===== src/rtl/if_pingpong_ctrl.sv =====
// Ping-pong ifmap SRAM sequencer: tracks full/empty per bank, steers DMA fills,
// and streams a full bank to the PE side with a one-cycle read-latency pipeline.
module if_pingpong_ctrl #(
    parameter int ADDR_W = 10
) (
    input  logic              clk,
    input  logic              rst_n,
    input  logic [ADDR_W:0]   cfg_len,
    input  logic              fill_done,
    input  logic              rd_req,
    output logic              wr_bank,
    output logic              wr_ready,
    output logic              sram0_re,
    output logic              sram1_re,
    output logic [ADDR_W-1:0] rd_addr,
    output logic              data_valid,
    output logic              ifsram0_read,
    output logic              ifsram1_read,
    output logic              rd_done,
    output logic [1:0]        bank_full,
    output logic              err_ovf
);

    localparam logic [1:0] IDLE  = 2'd0;
    localparam logic [1:0] READ  = 2'd1;
    localparam logic [1:0] DRAIN = 2'd2;

    localparam logic [ADDR_W-1:0] ADDR_ONE = {{(ADDR_W-1){1'b0}}, 1'b1};
    localparam logic [ADDR_W:0]   LEN_ONE  = {{ADDR_W{1'b0}}, 1'b1};
    localparam logic [ADDR_W:0]   LEN_ZERO = '0;

    logic [1:0]        state_reg, state_next;
    logic              wr_ptr_reg, wr_ptr_next;
    logic              rd_ptr_reg, rd_ptr_next;
    logic [1:0]        bank_full_reg, bank_full_next;
    logic [ADDR_W-1:0] addr_reg, addr_next;
    logic [ADDR_W:0]   len_reg, len_next;
    logic              err_ovf_reg, err_ovf_next;
    logic [1:0]        re_reg, re_next;
    logic [1:0]        rvalid_reg;
    logic              data_valid_reg;
    logic              rd_done_reg, rd_done_next;

    logic fill_ok;
    logic start;
    logic last_addr;
    logic release_bank;

    // A fill is only accepted into an empty bank; this also makes a fill into
    // the bank currently being read impossible, since that bank is full.
    assign fill_ok      = fill_done && !bank_full_reg[wr_ptr_reg];
    assign start        = (state_reg == IDLE) && rd_req && bank_full_reg[rd_ptr_reg];
    assign release_bank = (state_reg == DRAIN);
    // len is at least 1 whenever READ is entered, so len-1 never underflows.
    assign last_addr    = ({1'b0, addr_reg} == (len_reg - LEN_ONE));

    always_comb begin
        state_next = state_reg;
        addr_next  = addr_reg;
        len_next   = len_reg;
        case (state_reg)
            IDLE: begin
                if (start) begin
                    if (cfg_len != LEN_ZERO) begin
                        state_next = READ;
                        len_next   = cfg_len;
                        addr_next  = '0;
                    end else begin
                        state_next = DRAIN;
                    end
                end
            end
            READ: begin
                if (last_addr) begin
                    state_next = DRAIN;
                    addr_next  = '0;
                end else begin
                    addr_next = addr_reg + ADDR_ONE;
                end
            end
            DRAIN: begin
                state_next = IDLE;
            end
            default: begin
                state_next = IDLE;
                addr_next  = '0;
            end
        endcase
    end

    assign wr_ptr_next  = fill_ok ? ~wr_ptr_reg : wr_ptr_reg;
    assign rd_ptr_next  = release_bank ? ~rd_ptr_reg : rd_ptr_reg;
    assign err_ovf_next = err_ovf_reg | (fill_done && bank_full_reg[wr_ptr_reg]);
    assign rd_done_next = (state_next == DRAIN);

    // Per-bank full flag and address-phase enable; set and clear never hit the
    // same bank in one cycle because a released bank is still full.
    generate
        for (genvar gi = 0; gi < 2; gi++) begin : g_bank
            always_comb begin
                bank_full_next[gi] = bank_full_reg[gi];
                if (fill_ok && (wr_ptr_reg == 1'(gi))) begin
                    bank_full_next[gi] = 1'b1;
                end else if (release_bank && (rd_ptr_reg == 1'(gi))) begin
                    bank_full_next[gi] = 1'b0;
                end
            end
            assign re_next[gi] = (state_next == READ) && (rd_ptr_reg == 1'(gi));
        end
    endgenerate

    always_ff @(posedge clk or negedge rst_n) begin
        if (!rst_n) begin
            state_reg      <= IDLE;
            wr_ptr_reg     <= 1'b0;
            rd_ptr_reg     <= 1'b0;
            bank_full_reg  <= 2'b00;
            addr_reg       <= '0;
            len_reg        <= '0;
            err_ovf_reg    <= 1'b0;
            re_reg         <= 2'b00;
            rvalid_reg     <= 2'b00;
            data_valid_reg <= 1'b0;
            rd_done_reg    <= 1'b0;
        end else begin
            state_reg      <= state_next;
            wr_ptr_reg     <= wr_ptr_next;
            rd_ptr_reg     <= rd_ptr_next;
            bank_full_reg  <= bank_full_next;
            addr_reg       <= addr_next;
            len_reg        <= len_next;
            err_ovf_reg    <= err_ovf_next;
            re_reg         <= re_next;
            // Data phase trails the address phase by the SRAM read latency.
            rvalid_reg     <= re_reg;
            data_valid_reg <= |re_reg;
            rd_done_reg    <= rd_done_next;
        end
    end

    assign wr_bank      = wr_ptr_reg;
    assign wr_ready     = !bank_full_reg[wr_ptr_reg];
    assign bank_full    = bank_full_reg;
    assign sram0_re     = re_reg[0];
    assign sram1_re     = re_reg[1];
    assign rd_addr      = addr_reg;
    assign data_valid   = data_valid_reg;
    assign ifsram0_read = rvalid_reg[0];
    assign ifsram1_read = rvalid_reg[1];
    assign rd_done      = rd_done_reg;
    assign err_ovf      = err_ovf_reg;

endmodule

===== config.mk =====
export PLATFORM = sky130hd
export DESIGN_NAME = if_pingpong_ctrl
export DESIGN_NICKNAME = d
export VERILOG_FILES = /design/src/rtl/if_pingpong_ctrl.sv
export SDC_FILE = /design/constraint.sdc
export NUM_CORES = 1
export LEC_CHECK = 0
export BUFFER_PORTS_ARGS = -buffer_cell sky130_fd_sc_hd__buf_2
export CAP_MARGIN = 5
export CORE_ASPECT_RATIO = 0.6
export CORE_UTILIZATION = 40
export CTS_CLUSTER_SIZE = 14
export DETAILED_ROUTE_END_ITERATION = 6
export PLACE_DENSITY_LB_ADDON = 0.1
export SETUP_SLACK_MARGIN = 0.4
export SLEW_MARGIN = 20
export SYNTH_ARGS = -nofsm -noshare
export SYNTH_HDL_FRONTEND = slang
export SYNTH_SLANG_ARGS = --single-unit

===== constraint.sdc =====
create_clock -name clk -period 2.2 [get_ports clk]
set_clock_uncertainty 0.15 [all_clocks]
set_input_delay 0.33 -clock clk [delete_from_list [all_inputs] [get_ports clk]]
set_output_delay 0.33 -clock clk [all_outputs]
set_load 0.03 [all_outputs]

==> run summary, run 1 <==
WP data arrival: 2.35 ns
IO Port Bufs: 35
Initial core utilization: 0.4194
Pwr dens: 1434 nW/um2
R2r worst-path depth: 9
Rel. slew slack: 0.6118
Crit path launch type: flop
Slew @ Worst Pin: 0.5823 ns
CP Max Fanout: 6
Max cap viols: 0
Die area: 5101 um2
Max-slew violations: 0
Post-synth top area share: 0.4421
Multi-input gate area: 1151 um2
R2R Setup Slk: -0.13 ns
Nature of the critical path endpoint: flop
Gr usage total: 0.2190
Drt wl/cell: 14.89 um
FF-to-FF Start: len_reg[1]
Largest cells by area after synthesis: dfrtp_1, nand2_1, mux2_2
CP required: 2.22 ns
Final setup violation count: 13
Cell area after layout: 2785 um2
WS Path Type: flop to flop
Async S/R FF share, synth: 1.000
Post-synthesis sequential area ratio: 0.4421
Total gr overflow: 0
Sequential cell area: 857.1 um2
Fin crit share: 1.058
P&R area growth vs syn: 44.73%
RR Endpoint: rd_addr[5]
Final worst slack: -0.1266 ns
Drt drc: 0
Chip Width: 91.55 um
Leak: 1.258 nW
Initial antenna violation count: 0
Setup WS pre-CTS: -0.1156 ns
# fillers: 402
WHS Endpoint: len_reg[6]
H-Tree Depth: 2
Synth Register Bits: 34
Cell taking the most area after synthesis: dfrtp_1
Synthesized area: 1924 um2
Pin count of the biggest net entering global routing: 25
Die Span Y: 55.73 um
Fin util: 0.6070
Drt pass-1 iters: 4
TritonCTS Buffers: 5
Buffer depth of the longest clock path: 2
Status: finished, violations left
Max reg flops: 11
Failing checks: setup timing
RSZ-0062 raised after global routing: true
Post-synthesis simple-gate area fraction: 0.2172
Post-DP HPWL: 3715 um
Ys Warns: 0
First-pass GRT wire length: 8459 um
Diodes inserted: 0
Tmin final: 2.327 ns
Cell count after synthesis: 195
Yosys cell types: 51
Final WL: 5093 um
Final Total Pwr: 3.993 mW
Core area: 4588 um2
Placed cell area: 2464 um2
Most frequent cell after synthesis: dfrtp_1
Peak Freq: 429.8 MHz
Final Hold Fails: 0
Routed Antenna Nets: 0
Root Buffer: clkbuf_8
Vias in the first global route: 1701
Nets: 295
Fraction of layout cells with a size suffix above 1: 0.4803
Compound-Gate Fraction of Synth Area: 0.1762
XOR/XNOR Fraction of Synth Area: 0.06372
Min-delay src: cfg_len[6]
Initial DRC Count: 124
Num rows: 19
Top FF cell, synth: dfrtp_1
RD Place Congestion: 0.8273
Synth top cells by count: dfrtp_1, nand2_1, nand3_1
Worst Hold Depth: 3
Via count: 1789
Syn avg cell area: 9.868 um2
Setup TNS: -1.086 ns
Post-synthesis mux area share: 0.05722
Main combinational cell family by area after synthesis: simple AND/OR/NAND/NOR gates
Worst vdd ir: 872.2 uV
CTS tree: done
Clk slew on worst S/H paths: 0.08 ns
Hold crit path type: primary input to flop
Clk_lat worst skew: 0.29 ns
Post-synth EDFFs: 0
Adder-cell share of the synthesized area: 0.01300
Vias per cell: 5.231
CTS sink count: 34
Syn_nets: 212
Io pins: 36
layout by cell type, fill, tap and decap left out, types with 4 or more instances in the layout:
master,n
xor2_1,6
o21ai_1,6
nand3_1,10
buf_4,39
dfrtp_1,29
nor3_1,6
nor2_1,8
a211oi_2,4
buf_2,35
mux2_2,8
dfrtp_2,5
clkbuf_8,5
and3_1,4
inv_1,6
nand2_1,27
buf_6,5
xnor2_1,5
critical path, cell delays in order (launching register included):
cell and delay, ns:
dfrtp_1 0.36, inv_2 0.05, ha_4 0.17, o21ba_1 0.18
a221oi_2 0.29, a41oi_2 0.07, a2111o_1 0.46, buf_6 0.15
o211ai_1 0.21, o211ai_2 0.10
layout make-up:
cell class / instances / share of cell area
clock buffers: 5 / 0.02471
clock inverters: 3 / 0.01617
inverters: 8 / 0.01078
multi-input cells: 148 / 0.4133
flip-flops and latches: 34 / 0.3077
well taps: 63 / 0.02830
repair buffers: 81 / 0.1990
what timing repair did:
item | 4_1_cts | 5_1_grt
resized for setup | 18 | 8
setup buffers | 7 | 4
pin swaps | 12 | 7
endpoints found under the hold margin | 23 | 0
setup endpoints to repair | 23 | 23
hold buffers | 1 | 0
per-stage QoR:
stage / hold slack [ns] / instances
after CTS: 0.08955 / 338
after floorplan: -0.1156 / 195
final: 0.1011 / 342
after global routing: 0.1080 / 342
after global placement: 0.2155 / 322
after detailed placement: 0.2102 / 322
how the worst max path moves through the flow:
stage,startpoint,end,cells after the start
final,len_reg[1],rd_addr[5],9
after global placement,len_reg[2],rd_addr[7],7
after global routing,len_reg[0],rd_addr[5],9
after detailed placement,len_reg[0],rd_addr[2],9
after floorplan,len_reg[0],rd_addr[5],7
after CTS,len_reg[0],rd_addr[5],9
kinds of logic (layout without fill, tap and decap cells):
group,Yosys count,count (layout)
flops,34,34
compound gates,43,43
xor+xnor,14,14
fa+ha+maj,2,2
mux,10,10
simple gates,79,79
buf+inv,13,97
where the power goes:
part           leakage, nW  switching (mW)  internal [mW]
Clock               0.0504           0.248          0.337
Sequential           0.405           0.227          0.836
Combinational        0.803            1.20           1.14
routing by layer:
metal	global-route usage	up-vias	wire length [um]
met5	0	-	0
met4	0.06122	0	45
li1	-	880	-
met3	0.04918	5	298
met1	0.3400	856	2668
met2	0.3008	48	2081
(Power assumes the default switching activity.)
==> run 2, diff against run 1 <==
--- a/config.mk
+++ b/config.mk
@@ -7,8 +7,10 @@
 export LEC_CHECK = 0
 export BUFFER_PORTS_ARGS = -buffer_cell sky130_fd_sc_hd__buf_2
 export CAP_MARGIN = 5
+export CELL_PAD_IN_SITES_DETAIL_PLACEMENT = 0
+export CELL_PAD_IN_SITES_GLOBAL_PLACEMENT = 1
 export CORE_ASPECT_RATIO = 0.6
-export CORE_UTILIZATION = 40
+export CORE_UTILIZATION = 38
 export CTS_CLUSTER_SIZE = 14
 export DETAILED_ROUTE_END_ITERATION = 6
 export PLACE_DENSITY_LB_ADDON = 0.1
==> run 2 against run 1 <==
Effect of this change: the run still ends with setup timing left; sequential power hardly changed; via count is 0.56% lower; clock power is 2% lower; final area is 1.4% lower; critical path depth is 2 lower; sequential cell count stayed put; first-iteration DRC count is 53% lower.
==> run summary, run 2 (synthesized netlist as in run 1, its figures left out) <==
Status: finished, violations left (unchanged)
Failing checks: setup timing (unchanged)
Post-DP HPWL: 3989 um (was 3715 um)
Seq pwr share: 0.280 (was 0.266)
Psw: 1.668 mW (was 1.677 mW)
WS Path Type: flop to flop (unchanged)
Num rows: 19 (unchanged)
Most frequent cells in the layout: buf_2, buf_4, nand2_1, dfrtp_1, nand3_1 (was buf_4, buf_2, dfrtp_1)
Worst Hold Depth: 3 (unchanged)
Die area: 5362 um2 (was 5101 um2)
Tmin final: 2.339 ns (was 2.327 ns)
TritonCTS Buffers: 5 (unchanged)
Commonest non-fill, non-tap cell in the layout: buf_2 (was buf_4)
R2R Setup Slk: -0.14 ns (was -0.13 ns)
Clock Power Share: 0.148 (was 0.146)
RSZ-0062 raised after global routing: true (unchanged)
WHS Endpoint: len_reg[9] (was len_reg[6])
Chip Width: 93.87 um (was 91.55 um)
GR Util met2: 0.2888 (was 0.3008)
Vias in the first global route: 1725 (was 1701)
CP Max Fanout: 6 (unchanged)
Nets: 291 (was 295)
Vias per cell: 5.263 (was 5.231)
Nature of the critical path endpoint: flop (unchanged)
First-pass GRT wire length: 8659 um (was 8459 um)
Initial antenna violation count: 0 (unchanged)
Clk slew on worst S/H paths: 0.08 ns (about the same)
Sw Share: 0.4310 (was 0.4199)
Total gr overflow: 0 (unchanged)
RD Place Congestion: 0.8520 (was 0.8273)
Drt drc: 0 (unchanged)
Max-slew violations: 0 (unchanged)
Slew @ Worst Pin: 0.7695 ns (was 0.5823 ns)
P&R area growth vs syn: 42.65% (was 44.73%)
Final setup violation count: 13 (unchanged)
Share of total power in combinational logic: 0.572 (was 0.587)
Fin crit share: 1.063 (was 1.058)
Routed Antenna Nets: 0 (unchanged)
Crit. Startpoint: len_reg[1] (unchanged)
Via count: 1779 (was 1789)
Worst vdd ir: 713.1 uV (was 872.2 uV)
Buffer depth of the longest clock path: 2 (unchanged)
Final WL: 5296 um (was 5093 um)
FF-to-FF Start: len_reg[1] (unchanged)
Initial core utilization: 0.4088 (was 0.4194)
WP data arrival: 2.35 ns (about the same)
Pwr dens: 1410 nW/um2 (was 1434 nW/um2)
R2r worst-path depth: 7 (was 9)
Peak Freq: 427.5 MHz (was 429.8 MHz)
Hold crit path type: primary input to flop (unchanged)
CP required: 2.22 ns (about the same)
Pin count of the biggest net entering global routing: 35 (was 25)
Fraction of layout cells with a size suffix above 1: 0.4582 (was 0.4803)
Diodes inserted: 0 (unchanged)
IO Port Bufs: 35 (unchanged)
Setup WS pre-CTS: -0.1736 ns (was -0.1156 ns)
Final worst slack: -0.1392 ns (was -0.1266 ns)
Min-delay src: cfg_len[9] (was cfg_len[6])
Met1 Resource Use GR: 0.3421 (was 0.3400)
Io pins: 36 (unchanged)
Max reg flops: 11 (unchanged)
Initial DRC Count: 58 (was 124)
Final Total Pwr: 3.871 mW (was 3.993 mW)
Most used routing layer: met1 (unchanged)
Leak: 1.268 nW (was 1.258 nW)
Core area: 4707 um2 (was 4588 um2)
CTS sink count: 34 (unchanged)
Die Span Y: 57.12 um (was 55.73 um)
Drt pass-1 iters: 4 (unchanged)
Max cap viols: 0 (unchanged)
Crit path launch type: flop (unchanged)
Rel. slew slack: 0.4870 (was 0.6118)
Clk_lat worst skew: 0.29 ns (about the same)
Root Buffer: clkbuf_8 (unchanged)
CTS tree: done (unchanged)
Internal: 2.203 mW (was 2.317 mW)
H-Tree Depth: 2 (unchanged)
Gr usage total: 0.2180 (was 0.2190)
Final Hold Fails: 0 (unchanged)
Drt wl/cell: 15.67 um (was 14.89 um)
Met3 Resource Use GR: 0.04800 (was 0.04918)
RR Endpoint: rd_addr[2] (was rd_addr[5])
==> run 2: per-layer routing <==
layer / wire length, um / part of all wire
met5: 0 / 0
met3: 282 / 0.053
met2: 2169 / 0.41
met1: 2806 / 0.53
met4: 38 / 0.0072
==> run 2: how the worst max path moves through the flow <==
stage | slack, ns | to
4_1_cts | -0.12 | rd_addr[7]
5_1_grt | -0.27 | rd_addr[2]
6_report | -0.14 | rd_addr[2]
3_5_place_dp | -0.17 | rd_addr[2]
2_1_floorplan | -0.09 | rd_addr[5]
3_3_place_gp | -0.11 | rd_addr[2]
==> run 2: layout make-up <==
type / count / area (um2)
repair buffers: 77 / 519.2
clock inverters: 3 / 40.04
inverters: 8 / 30.03
multi-input cells: 148 / 1150
flip-flops and latches: 34 / 858.3
well taps: 63 / 78.83
fillers: 406 / 1962
clock buffers: 5 / 68.82
==> run 2: worst max-delay path, stage by stage, from the launching register on <==
cell and delay [ns]:
dfrtp_1 0.42, or3_4 0.41, a211oi_2 0.20, nand4b_1 0.12, a2111o_1 0.44, o21ai_2 0.23
buf_6 0.16, o311ai_1 0.08
==> run 2: through the flow <==
step                instances  instance area, um2    util  hold WS (ns)  setup TNS, ns
finish                    338                2745  0.5832       0.08487         -1.283
global route              338                2745  0.5832       0.08422         -3.056
CTS                       335                2659  0.5649       0.07862         -1.120
detailed placement        322                2451  0.5207        0.2389         -1.791
global placement          322                2451  0.5207        0.2256         -1.081
floorplan                 195                1982       -       -0.1156        -0.5973
==> run 2: power by group through the flow <==
| stage | Combinational (mW) | Clock [mW] | Sequential (mW) |
|---|---|---|---|
| global placement | 1.94 | 0 | 1.07 |
| floorplan | 1.04 | 0 | 1.26 |
| finish | 2.21 | 0.575 | 1.08 |
| CTS | 2.12 | 0.590 | 1.08 |
| detailed placement | 1.98 | 0 | 1.08 |
| global route | 2.39 | 0.619 | 1.12 |
==> run 2: what timing repair did <==
action                                 4_1_cts  5_1_grt
gates cloned                                 0        1
gates resized for setup                     15       14
hold buffers                                 1        0
setup buffers                                4        2
setup endpoints to repair                   18       24
pin swaps                                    9        3
endpoints found under the hold margin       34        0
==> run 3, diff against run 2 <==
--- a/config.mk
+++ b/config.mk
@@ -7,7 +7,7 @@
 export LEC_CHECK = 0
 export BUFFER_PORTS_ARGS = -buffer_cell sky130_fd_sc_hd__buf_2
 export CAP_MARGIN = 5
-export CELL_PAD_IN_SITES_DETAIL_PLACEMENT = 0
+export CELL_PAD_IN_SITES_DETAIL_PLACEMENT = 1
 export CELL_PAD_IN_SITES_GLOBAL_PLACEMENT = 1
 export CORE_ASPECT_RATIO = 0.6
 export CORE_UTILIZATION = 38
==> run 3 against run 2 <==
Effect of this change: the flow still finishes with violations (setup timing); register-to-register slack worse by 0.12 ns; final area is 2.6% higher; global-route usage is 4.9 points higher; clock-buffer cell count is 2 higher; clock power is 16% lower; largest cell class unchanged; largest power group unchanged; highest routed layer unchanged.
==> run summary, run 3 (synthesized netlist as in run 1, its figures left out) <==
Status: finished, violations left (unchanged)
Failing checks: setup timing (unchanged)
P&R area growth vs syn: 46.36% (was 42.65%)
Slowest library cell on the worst path: a2111o_1 (unchanged)
CP required: 2.21 ns (was 2.22 ns)
CTS tree: done (unchanged)
WP buf/inv: 2 (was 1)
Max cap viols: 0 (unchanged)
Slew @ Worst Pin: 0.7856 ns (was 0.7695 ns)
Die area: 5362 um2 (unchanged)
Core area: 4707 um2 (unchanged)
Placed cell area: 2451 um2 (unchanged)
Tmin final: 2.456 ns (was 2.339 ns)
Buffer depth of the longest clock path: 2 (unchanged)
Setup WS pre-CTS: -0.2300 ns (was -0.1736 ns)
Hold crit path type: primary input to flop (unchanged)
Commonest non-fill, non-tap cell in the layout: buf_4 (was buf_2)
Final Hold Fails: 0 (unchanged)
Seq pwr share: 0.264 (was 0.280)
Die Span Y: 57.12 um (unchanged)
Min-delay src: cfg_len[6] (was cfg_len[9])
Routed Antenna Nets: 0 (unchanged)
First-pass GRT wire length: 10470 um (was 8659 um)
Crit. Startpoint: len_reg[0] (was len_reg[1])
Initial DRC Count: 66 (was 58)
Leak: 1.271 nW (was 1.268 nW)
Max-slew violations: 0 (unchanged)
Worst-path cell chain: inv_2 -> ha_4 -> o21ba_4 -> a221oi_4 -> a41oi_2 -> a2111o_1 -> buf_6 -> o211ai_1 -> o211ai_2 (was or3_4 -> a211oi_2 -> nand4b_1 -> a2111o_1 -> o21ai_2 -> buf_6 -> o311ai_1)
Vias in the first global route: 1940 (was 1725)
RSZ-0062 raised after global routing: true (unchanged)
Clk slew on worst S/H paths: 0.07 ns (was 0.08 ns)
Most frequent cells in the layout: buf_4, buf_2, dfrtp_1 (was buf_2, buf_4, nand2_1, dfrtp_1, nand3_1)
Sw Share: 0.4522 (was 0.4310)
Gr usage total: 0.2665 (was 0.2180)
Drt wl/cell: 18.83 um (was 15.67 um)
Nature of the critical path endpoint: flop (unchanged)
CTS sink count: 34 (unchanged)
Vias per cell: 5.413 (was 5.263)
WP data arrival: 2.47 ns (was 2.35 ns)
Nets: 295 (was 291)
Final worst slack: -0.2564 ns (was -0.1392 ns)
Family with the most delay on the worst path: compound AO/OA/AOI/OAI gates (unchanged)
H-Tree Depth: 2 (unchanged)
Psw: 1.845 mW (was 1.668 mW)
Diodes inserted: 0 (unchanged)
Internal: 2.235 mW (was 2.203 mW)
Drt pass-1 iters: 4 (unchanged)
Share of total power in combinational logic: 0.617 (was 0.572)
Final WL: 6422 um (was 5296 um)
Clk_lat worst skew: 0.29 ns (about the same)
Worst vdd ir: 566.9 uV (was 713.1 uV)
Post-DP HPWL: 4490 um (was 3989 um)
Num rows: 19 (unchanged)
Pin count of the biggest net entering global routing: 35 (unchanged)
Max reg flops: 11 (unchanged)
Initial core utilization: 0.4088 (unchanged)
Clock Power Share: 0.118 (was 0.148)
Final setup violation count: 13 (unchanged)
Initial antenna violation count: 0 (unchanged)
Pwr dens: 1449 nW/um2 (was 1410 nW/um2)
RD Place Congestion: 0.8520 (unchanged)
Fin crit share: 1.117 (was 1.063)
Crit path launch type: flop (unchanged)
IO Port Bufs: 35 (unchanged)
Root Buffer: clkbuf_8 (unchanged)
Rel. slew slack: 0.4762 (was 0.4870)
Peak Freq: 407.1 MHz (was 427.5 MHz)
Total gr overflow: 0 (unchanged)
FF-to-FF Start: len_reg[0] (was len_reg[1])
Io pins: 36 (unchanged)
Fraction of layout cells with a size suffix above 1: 0.4820 (was 0.4582)
CP Max Fanout: 6 (unchanged)
Drt drc: 0 (unchanged)
Chip Width: 93.87 um (unchanged)
TritonCTS Buffers: 5 (unchanged)
WS Path Type: flop to flop (unchanged)
Crit path largest cell delay: 0.49 ns (was 0.44 ns)
Cell area after layout: 2816 um2 (was 2745 um2)
Via count: 1846 (was 1779)
## run 3: power by group through the flow
stage,sequential [mW],clock (mW),combinational [mW]
after detailed placement,1.09,0,2.02
after floorplan,1.26,0,1.04
after CTS,1.07,0.485,2.38
after global routing,1.11,0.518,2.70
final,1.08,0.483,2.52
after global placement,1.07,0,1.94
## run 3: cell type report
class | count | area (um2)
inverter | 8 | 30.03
clock buffer | 7 | 86.33
sequential | 34 | 857.1
fill | 542 | 1891
tap | 63 | 78.83
multi-input combinational | 148 | 1226
timing repair buffer | 81 | 538.0
## run 3: per-layer routing
metal | track usage | vias up | share of wire
met1 | 0.3913 | 921 | 0.48
met2 | 0.4004 | 39 | 0.46
met4 | 0.08791 | 0 | 0.015
met5 | 0 | - | 0
li1 | - | 877 | -
met3 | 0.04667 | 9 | 0.039
## run 3: worst reg2reg max path: cells and delay by family, from the launching register on
kind	cells	cell delay, ns
compound gates	6	1.40
fa+ha+maj	1	0.19
buf+inv	2	0.22
flops	1	0.38
## run 3: timing repair
item / 4_1_cts / 5_1_grt
pin swaps: 15 / 8
setup endpoints to repair: 23 / 24
resized for setup: 25 / 7
buffers inserted: 9 / 2
hold buffers: 1 / 0
endpoints found under the hold margin: 6 / 0
## run 3: path summary, 6_finish.rpt
kind / end / slack [ns] / depth (start not counted)
setup / recovery: rd_addr[5] / -0.26 / 9
hold / removal: len_reg[6] / 0.1 / 3
setup reg to reg: rd_addr[5] / -0.26 / 9
hold reg to reg: rvalid_reg[1] / 0.26 / 0
max in group asynchronous: len_reg[2] / 0.84 / 2
min in group asynchronous: rd_ptr_reg / 0.50 / 2
## run 3: per-stage QoR
stage | hold WS, ns | total power [mW] | setup TNS, ns | util | std cells
2_1_floorplan | -0.1156 | 2.301 | -0.5973 | - | 195
3_3_place_gp | 0.2256 | 3.008 | -1.081 | 0.5207 | 322
3_5_place_dp | 0.2402 | 3.102 | -2.723 | 0.5207 | 322
4_1_cts | 0.1024 | 3.938 | -2.045 | 0.5848 | 339
5_1_grt | 0.1168 | 4.330 | -3.956 | 0.5984 | 341
6_report | 0.09716 | 4.080 | -2.811 | 0.5984 | 341
